**config.mk**
```make
export PLATFORM = sky130hd
export DESIGN_NAME = mem_loader
export DESIGN_NICKNAME = d
export VERILOG_FILES = /design/src/rtl/loader_pkg.sv /design/src/rtl/word_assembler.sv /design/src/rtl/mem_loader.sv
export SDC_FILE = /design/constraint.sdc
export NUM_CORES = 1
export LEC_CHECK = 0
export ABC_CLOCK_PERIOD_IN_PS = 2000
export CORE_MARGIN = 2
export CORE_UTILIZATION = 51
export CTS_CLUSTER_SIZE = 30
export DETAILED_ROUTE_END_ITERATION = 10
export PLACE_DENSITY = 0.76
export SYNTH_ARGS = -nofsm -noshare
export SYNTH_HDL_FRONTEND = slang
export SYNTH_SLANG_ARGS = --single-unit
```
**constraint.sdc**
```tcl
create_clock -name clk -period 2 [get_ports clk]
set_clock_uncertainty 0.2 [all_clocks]
set_input_delay 0.3 -clock clk [delete_from_list [all_inputs] [get_ports clk]]
set_output_delay 0.3 -clock clk [all_outputs]
set_load 0.05 [all_outputs]
```
**src/rtl/loader_pkg.sv**
```systemverilog
// Shared definitions for the byte-stream-to-RAM loader.
//
// Contents:
//   SYNC_BYTE_DEFAULT  default frame start marker (0xA5)
//   HDR_BYTES          bytes in a frame header (SYNC, ADDR_H, ADDR_L, LEN_H, LEN_L)
//   ADDR_WIDTH         RAM word address width
//   loader_state_t     frame parser states
//
// Build option: LOADER_CHECKSUM_EN adds the trailing CSUM state.
package loader_pkg;

    localparam logic [7:0] SYNC_BYTE_DEFAULT = 8'hA5;
    localparam int         HDR_BYTES         = 5;
    localparam int         ADDR_WIDTH        = 15;

    typedef enum logic [2:0] {
        ST_IDLE,
        ST_ADDR_H,
        ST_ADDR_L,
        ST_LEN_H,
        ST_LEN_L,
        ST_DATA
`ifdef LOADER_CHECKSUM_EN
        ,
        ST_CSUM
`endif
    } loader_state_t;

endpackage

```
**src/rtl/word_assembler.sv**
```systemverilog
// Shifts bytes MSB-first into a DATA_WIDTH word and flags the byte that
// completes it.
//
// Ports:
//   clk          system clock
//   rst          synchronous active-high reset
//   clear_i      drop any partial word (start of a new frame)
//   byte_en_i    a payload byte is accepted this cycle
//   byte_i       the payload byte
//   word_done_o  byte_i completes the word this cycle (combinational)
//   word_o       word including byte_i (combinational); valid with word_done_o
module word_assembler #(
    parameter int DATA_WIDTH = 16
) (
    input  logic                  clk,
    input  logic                  rst,
    input  logic                  clear_i,
    input  logic                  byte_en_i,
    input  logic [7:0]            byte_i,
    output logic                  word_done_o,
    output logic [DATA_WIDTH-1:0] word_o
);

    localparam int BPW = DATA_WIDTH / 8;
    localparam int CW  = (BPW > 1) ? $clog2(BPW) : 1;

    logic [CW-1:0]         cnt_q, cnt_d;
    logic [DATA_WIDTH-1:0] word_q, word_d;
    logic [DATA_WIDTH-1:0] shifted;
    logic                  last_byte;

    // With one byte per word there is nothing to shift; the byte is the word.
    generate
        if (BPW == 1) begin : g_single
            assign shifted = byte_i;
        end else begin : g_shift
            assign shifted = {word_q[DATA_WIDTH-9:0], byte_i};
        end
    endgenerate

    assign last_byte   = (cnt_q == CW'(BPW - 1));
    assign word_done_o = byte_en_i & last_byte & ~clear_i;
    assign word_o      = shifted;

    always_comb begin
        cnt_d  = cnt_q;
        word_d = word_q;
        if (clear_i) begin
            cnt_d  = '0;
            word_d = '0;
        end else if (byte_en_i) begin
            word_d = shifted;
            cnt_d  = last_byte ? '0 : cnt_q + CW'(1);
        end
    end

    always_ff @(posedge clk) begin
        if (rst) begin
            cnt_q  <= '0;
            word_q <= '0;
        end else begin
            cnt_q  <= cnt_d;
            word_q <= word_d;
        end
    end

endmodule

```
**src/rtl/mem_loader.sv**
```systemverilog
// Frame parser that loads words into the data RAM over the CPU write port
// and holds the CPU off the bus while a frame is in flight.
//
// Frame: SYNC, ADDR_H, ADDR_L, LEN_H, LEN_L, LEN words (big-endian), [CSUM]
//
// Ports:
//   clk, rst          clock; synchronous active-high reset
//   byte_valid/data   incoming byte link
//   byte_ready        byte accepted when byte_valid & byte_ready
//   write_m, out_m,
//   write_data_addr   single-cycle RAM write, one per word
//   hold_cpu          high while a frame is in progress
//   done / error      one-cycle frame outcome pulses
//
// Build option: LOADER_CHECKSUM_EN -- frames carry a trailing XOR checksum of
// the payload bytes; a mismatch pulses error instead of done. Without it
// error is tied low and done coincides with the last write.
module mem_loader
    import loader_pkg::*;
#(
    parameter int         DATA_WIDTH = 16,
    parameter logic [7:0] SYNC_BYTE  = SYNC_BYTE_DEFAULT
) (
    input  logic                  clk,
    input  logic                  rst,
    input  logic                  byte_valid,
    input  logic [7:0]            byte_data,
    output logic                  byte_ready,
    output logic                  write_m,
    output logic [DATA_WIDTH-1:0] out_m,
    output logic [14:0]           write_data_addr,
    output logic                  hold_cpu,
    output logic                  done,
    output logic                  error
);

    loader_state_t         state_q, state_d;
    logic                  ready_q;
    logic                  write_q, write_d;
    logic [DATA_WIDTH-1:0] data_q, data_d;
    logic [14:0]           waddr_q, waddr_d;
    logic                  hold_q, hold_d;
    logic                  done_q, done_d;
    logic [14:0]           addr_q, addr_d;
    logic [6:0]            addr_h_q, addr_h_d;
    logic [7:0]            len_h_q, len_h_d;
    logic [15:0]           count_q, count_d;
`ifdef LOADER_CHECKSUM_EN
    logic [7:0]            csum_q, csum_d;
    logic                  err_q, err_d;
`endif

    logic                  hs;
    logic                  asm_en;
    logic                  asm_clear;
    logic                  word_done;
    logic [DATA_WIDTH-1:0] word;

    assign hs        = byte_valid & ready_q;
    assign asm_en    = hs && (state_q == ST_DATA);
    assign asm_clear = hs && (state_q == ST_IDLE) && (byte_data == SYNC_BYTE);

    word_assembler #(.DATA_WIDTH(DATA_WIDTH)) u_asm (
        .clk         (clk),
        .rst         (rst),
        .clear_i     (asm_clear),
        .byte_en_i   (asm_en),
        .byte_i      (byte_data),
        .word_done_o (word_done),
        .word_o      (word)
    );

    always_comb begin
        state_d  = state_q;
        write_d  = 1'b0;
        data_d   = data_q;
        waddr_d  = waddr_q;
        hold_d   = hold_q;
        done_d   = 1'b0;
        addr_d   = addr_q;
        addr_h_d = addr_h_q;
        len_h_d  = len_h_q;
        count_d  = count_q;
`ifdef LOADER_CHECKSUM_EN
        csum_d   = csum_q;
        err_d    = 1'b0;
`endif
        if (hs) begin
            unique case (state_q)
                ST_IDLE: begin
                    if (byte_data == SYNC_BYTE) begin
                        state_d = ST_ADDR_H;
                        hold_d  = 1'b1;
`ifdef LOADER_CHECKSUM_EN
                        csum_d  = '0;
`endif
                    end
                end
                ST_ADDR_H: begin
                    // Address bit 15 is dropped here.
                    addr_h_d = byte_data[6:0];
                    state_d  = ST_ADDR_L;
                end
                ST_ADDR_L: begin
                    addr_d  = {addr_h_q, byte_data};
                    state_d = ST_LEN_H;
                end
                ST_LEN_H: begin
                    len_h_d = byte_data;
                    state_d = ST_LEN_L;
                end
                ST_LEN_L: begin
                    count_d = {len_h_q, byte_data};
                    if ({len_h_q, byte_data} == 16'd0) begin
`ifdef LOADER_CHECKSUM_EN
                        state_d = ST_CSUM;
`else
                        state_d = ST_IDLE;
                        done_d  = 1'b1;
                        hold_d  = 1'b0;
`endif
                    end else begin
                        state_d = ST_DATA;
                    end
                end
                ST_DATA: begin
`ifdef LOADER_CHECKSUM_EN
                    csum_d = csum_q ^ byte_data;
`endif
                    if (word_done) begin
                        write_d = 1'b1;
                        data_d  = word;
                        waddr_d = addr_q;
                        addr_d  = addr_q + 15'd1;
                        count_d = count_q - 16'd1;
                        if (count_q == 16'd1) begin
`ifdef LOADER_CHECKSUM_EN
                            state_d = ST_CSUM;
`else
                            state_d = ST_IDLE;
                            done_d  = 1'b1;
                            hold_d  = 1'b0;
`endif
                        end
                    end
                end
`ifdef LOADER_CHECKSUM_EN
                ST_CSUM: begin
                    state_d = ST_IDLE;
                    hold_d  = 1'b0;
                    if (byte_data == csum_q) begin
                        done_d = 1'b1;
                    end else begin
                        err_d = 1'b1;
                    end
                end
`endif
                default: state_d = ST_IDLE;
            endcase
        end
    end

    always_ff @(posedge clk) begin
        if (rst) begin
            state_q  <= ST_IDLE;
            ready_q  <= 1'b0;
            write_q  <= 1'b0;
            data_q   <= '0;
            waddr_q  <= '0;
            hold_q   <= 1'b0;
            done_q   <= 1'b0;
            addr_q   <= '0;
            addr_h_q <= '0;
            len_h_q  <= '0;
            count_q  <= '0;
`ifdef LOADER_CHECKSUM_EN
            csum_q   <= '0;
            err_q    <= 1'b0;
`endif
        end else begin
            state_q  <= state_d;
            ready_q  <= 1'b1;
            write_q  <= write_d;
            data_q   <= data_d;
            waddr_q  <= waddr_d;
            hold_q   <= hold_d;
            done_q   <= done_d;
            addr_q   <= addr_d;
            addr_h_q <= addr_h_d;
            len_h_q  <= len_h_d;
            count_q  <= count_d;
`ifdef LOADER_CHECKSUM_EN
            csum_q   <= csum_d;
            err_q    <= err_d;
`endif
        end
    end

    assign byte_ready      = ready_q;
    assign write_m         = write_q;
    assign out_m           = data_q;
    assign write_data_addr = waddr_q;
    assign hold_cpu        = hold_q;
    assign done            = done_q;
`ifdef LOADER_CHECKSUM_EN
    assign error           = err_q;
`else
    assign error           = 1'b0;
`endif

endmodule

```
==> results of run 1 <==
-- per-layer routing --
layer,up-vias,wire length [um]
li1,2096,-
met2,184,5630
met4,0,369
met3,33,730
met5,-,0
met1,2065,5290
-- worst max path at each step --
stage,endpoint,start,slack [ns],cells past startpoint
after CTS,count_q[13],count_q[8],-0.09,4
after global routing,count_q[13],count_q[10],-0.04,4
after detailed placement,state_q[0],byte_data[7],-0.34,6
after floorplan,count_q[13],count_q[8],-0.03,4
after global placement,state_q[0],byte_data[1],-0.28,6
final,count_q[13],count_q[8],-0.03,4
-- cell type report --
type | instances | area (um^2) | area share [%]
Inverter | 11 | 41.3 | 0.767
Timing Repair Buffer | 102 | 860 | 16.0
Clock buffer | 10 | 138 | 2.56
Multi-Input combinational cell | 401 | 2290 | 42.6
Tap cell | 105 | 131 | 2.44
Clock inverter | 6 | 53.8 | 1.00
Sequential cell | 93 | 1870 | 34.7
-- kinds of logic (layout without fill, tap and decap cells) --
logic type	Yosys count	after routing	synth area share, %
DFF	93	93	43.2
AOI/OAI and AO/OA	154	154	21.5
xor gates and xnor gates	1	1	0.203
and+or+nand+nor	227	227	25.6
other	1	1	0.0871
adders and majority gates	3	3	0.872
muxes	15	15	3.49
buffers and inverters	53	129	4.94
-- timing repair --
| item | CTS | global route |
|---|---|---|
| gates cloned | 0 | 0 |
| buffers inserted | 0 | 3 |
| endpoints found under the setup margin | 31 | 6 |
| gates resized for setup | 30 | 11 |
| pin swaps | 4 | 4 |
-- stage by stage --
| step | hold slack, ns | setup TNS [ns] | area (um^2) |
|---|---|---|---|
| 5_1_grt | 0.139 | -0.0506 | 5380 |
| 6_report | 0.136 | -0.0305 | 5380 |
| 3_3_place_gp | 0.242 | -7.67 | 5140 |
| 3_5_place_dp | 0.246 | -9.51 | 5140 |
| 4_1_cts | 0.132 | -0.139 | 5300 |
| 2_1_floorplan | 0.232 | -0.0550 | 4310 |
-- synth_stat cells, drive strengths merged (8+ instances only) --
cell | instances | area (um^2)
buf | 8 | 42.5
nand2 | 103 | 387
a211oi | 8 | 60.1
nor3 | 15 | 80.1
mux2i | 15 | 150
nand3 | 12 | 60.1
clkbuf | 34 | 129
nand4 | 12 | 75.1
nor2 | 33 | 124
a21oi | 70 | 350
o21ai | 28 | 140
nor4 | 12 | 75.1
dfxtp | 93 | 1860
and2 | 9 | 56.3
inv | 11 | 41.3
-- critical path, stage by stage (launching register included) --
cell and delay, ns:
dfxtp_2 0.33, or4_4 0.53, or3_4 0.36, or4_1 0.41, a31oi_1 0.14
-- power by group through the flow --
stage / logic, mW / clock network (mW) / registers (mW)
5_1_grt: 0.309 / 1.31 / 1.89
3_5_place_dp: 0.265 / 0 / 1.92
4_1_cts: 0.268 / 1.25 / 1.88
2_1_floorplan: 0.136 / 0 / 1.93
6_report: 0.288 / 1.24 / 1.88
3_3_place_gp: 0.261 / 0 / 1.92
-- registers in the layout, indices dropped and copies added, names as in the netlist, 3 cells and up --
register and count:
state_q 3, len_h_q 8, addr_q 15, count_q 16, write_data_addr 15, u_asm.word_q 8
addr_h_q 7, out_m 16
==> flow_summary.ini, run 1 <==
[status]
status = finished with violations
violations = negative setup slack

[synth]
syn-mean-instance-area_um2 = 7.87
syn_inst = 547
ys_warn_count = 0
synth-async-reset-ratio_pct = 0
yosysSeqAreaShare_pct = 43.2
synth-seq-cells = 93
synth_enable_flop_cells = 0
synth_nets = 561
syn-cell-area_um2 = 4310
synthFlopType = dfxtp_1
synth.distinct_cells = 58

[global_routing]
grt_max_degree = 64
grt_util_all_layers_pct = 27.2
grt_use_met2_pct = 44.2
grt-ovfl-total = 0
top_usage_layer = met2
antenna_found_initial = 0
grtUsageMet1_pct = 36.4
grt_pass1_wl_um = 19600
use_met3_pct = 3.52
first_global_vias = 3970

[cts]
cts-htree-levels = 3
cts_tree = yes
cts.reportedPaths.clkPinSlew_ns = 0.09
cts_hold_buffers = 0
clock_sinks = 93
cts_buffer_depth = 2
ctsRootBufferMaster = clkbuf_8
clk_latency_ns = 0.37
numCtsBuffers = 9

[timing]
finalHoldViolCount = 0
fin_crit_ns = 2.03
setup_ws_ns = -0.0305
period_share_pct = 102
relSlewSlack_pct = 65.8
maxSlewViolCount = 0
rsz0062_at_grt = yes
tightestPinTransition_ns = 0.509
fmax_ghz = 0.492
setup_viol = 1

[cells_and_area]
layout_commonest_cell = nand2_1
diodes = 0
drive_gt1_share_pct = 15.7
fin_util_pct = 65.5
final_nets = 632
fin_cells = 728
syn2layout_area_growth_pct = 25.0
mostFrequentLayoutCells = 103 x nand2_1, 90 x dfxtp_1, 70 x a21oi_1
fillerInstances = 700

[die]
chipWidth_um = 95.9
core_area_um2 = 8220
initial_core_util_pct = 52.4
ioPinCount = 47
die_height_um = 95.9
die-area_um2 = 9190
core.rowCount = 33

[pwr]
p_sw_mw = 0.915
clockPowerShare_pct = 36.3
power_mw = 3.41
combPwrFrac_pct = 8.4
irDropWorstVdd_mv = 0.393
power_frac_seq_pct = 55.2
powerDensity_nw_per_um2 = 633
switching_share_pct = 26.9
p_leak_nw = 1.98
p_int_mw = 2.49

[worst_setup_path]
reg2reg_depth = 4
crit_type = reg2reg
crit_path_start_kind = register
worst-r2r-setup-slack_ns = -0.03
worstReg2RegEnd = count_q[13]
endpoint_kind = register
r2r-start = count_q[8]
critical_path_required_ns = 2.10
critPathMaxFanout = 3
crit_arrival_ns = 2.13

[route]
drt-vias-per-instance = 6.01
drc = 0
drtIter0Drc = 361
wl_per_cell_um = 16.5
finalWirelength_um = 12000
vias = 4378
ant_nets = 0
first_pass_iters = 5

[placement]
place_ws_ns = -0.341
numPortBuffers = 45
place_hpwl_um = 8100
globalplace.congestion = 0.947
dp_cells = 709

[worst_hold_path]
worstHoldPathCells = 2
hp-class = in2reg
worstHoldStart = rst
min_to = byte_ready

[flow_run]
maxCapViolations = 0
Note: power is estimated with default switching activity, not from simulation.
==> run 2: changes to the inputs <==
ABC_CLOCK_PERIOD_IN_PS = 1800   (was 2000)
RECOVER_POWER = 25   (was unset)
clock period = 1.8 ns   (was 2 ns; I/O delays follow)
==> flow_summary.ini, run 2 (same netlist as run 1, synthesis figures left out) <==
[status]
status = finished with violations
violations = negative setup slack

[die]
die-area_um2 = 9190
initial_core_util_pct = 52.4
core.rowCount = 33
core_area_um2 = 8220
chipWidth_um = 95.9
die_height_um = 95.9
ioPinCount = 47

[global_routing]
grt-ovfl-total = 0
first_global_vias = 4233
grt_pass1_wl_um = 20600
grt_util_all_layers_pct = 28.9
grt_max_degree = 43
antenna_found_initial = 0

[route]
first_pass_iters = 5
finalWirelength_um = 13700
drc = 0
wl_per_cell_um = 18.1
vias = 4664
drt-vias-per-instance = 6.17
drtIter0Drc = 385
ant_nets = 0

[worst_setup_path]
crit_path_start_kind = register
endpoint_kind = register
crit_type = reg2reg
crit_arrival_ns = 2.16
critPathMaxFanout = 2
critical_path_required_ns = 1.89

[placement]
globalplace.congestion = 0.965
place_ws_ns = -0.379
place_hpwl_um = 8890
dp_cells = 737
numPortBuffers = 45

[cells_and_area]
drive_gt1_share_pct = 27.8
final_nets = 660
multi_input_area_um2 = 2470
mostFrequentLayoutCells = 102 x nand2_1, 86 x dfxtp_1, 84 x buf_4
syn2layout_area_growth_pct = 33.1
layout_commonest_cell = nand2_1
seqCellArea_um2 = 1880
fillerInstances = 640
fin_cells = 756
diodes = 0

[pwr]
power_mw = 4.03
powerDensity_nw_per_um2 = 703
p_leak_nw = 2.13
irDropWorstVdd_mv = 0.378

[timing]
finalHoldViolCount = 0
fin_crit_ns = 2.07
tightestPinTransition_ns = 0.588
rsz0062_at_grt = yes
relSlewSlack_pct = 61.0
setup_ws_ns = -0.266
fmax_ghz = 0.484
period_share_pct = 115
maxSlewViolCount = 0
setup_viol = 4

[cts]
ctsRootBufferMaster = clkbuf_8
cts.reportedPaths.clkPinSlew_ns = 0.09
clk_latency_ns = 0.37
cts_buffer_depth = 2
cts_tree = yes
cts-htree-levels = 3
cts_hold_buffers = 0
clock_sinks = 93
numCtsBuffers = 9

[worst_hold_path]
hp-class = in2reg

[flow_run]
maxCapViolations = 0
==> run 2: worst max-delay path: stages (launching register included) <==
cell and delay [ns]:
dfxtp_2 0.33, or4_4 0.53, or3_4 0.35, or4_4 0.42, a31oi_2 0.16
==> run 2: report_power, final <==
group	switching [mW]	internal [mW]	leakage, nW	total (mW)
Clock	0.781	0.796	0.107	1.58
Sequential	0.0215	2.07	0.753	2.09
Combinational	0.207	0.153	1.27	0.360
==> run 2: final cells by class <==
type                       instances  share of cell area, %
multi-input combinational        401                   43.1
inverter                          11                  0.721
sequential                        93                   32.7
clock buffer                      10                   2.23
clock inverter                     6                   1.64
timing repair buffer             130                   17.3
tap                              105                   2.29
==> run 2: what timing repair did <==
| action | 4_1_cts | 5_1_grt |
|---|---|---|
| buffers inserted | 2 | 2 |
| resized for setup | 17 | 39 |
| pin swaps | 9 | 10 |
| setup endpoints to repair | 11 | 47 |
==> run 2: per-layer routing <==
layer  GRT usage [%]  wire length (um)  vias to the layer above
met5               0                 0                        -
li1                -                 -                     2157
met4            13.2               489                        0
met3            4.78               944                       47
met1            37.9              5600                     2229
met2            46.7              6630                      231
==> run 2: final timing paths <==
path	startpoint	endpoint	slack [ns]	cells after the start
hold reg to reg	write_data_addr[12]	write_data_addr[12]	0.26	2
setup reg to reg	count_q[10]	count_q[13]	-0.27	4
hold / removal	rst	byte_ready	0.13	3
setup / recovery	count_q[10]	count_q[13]	-0.27	4
==> run 2: stage by stage <==
stage / TNS (ns) / instance area, um^2 / hold slack (ns) / utilization [%]
after floorplan: -0.359 / 4340 / 0.206 / -
final: -0.490 / 5730 / 0.133 / 69.7
after global routing: -1.52 / 5730 / 0.149 / 69.7
after CTS: -0.500 / 5630 / 0.130 / 68.5
after global placement: -14.86 / 5310 / 0.244 / 64.7
after detailed placement: -18.41 / 5310 / 0.249 / 64.7
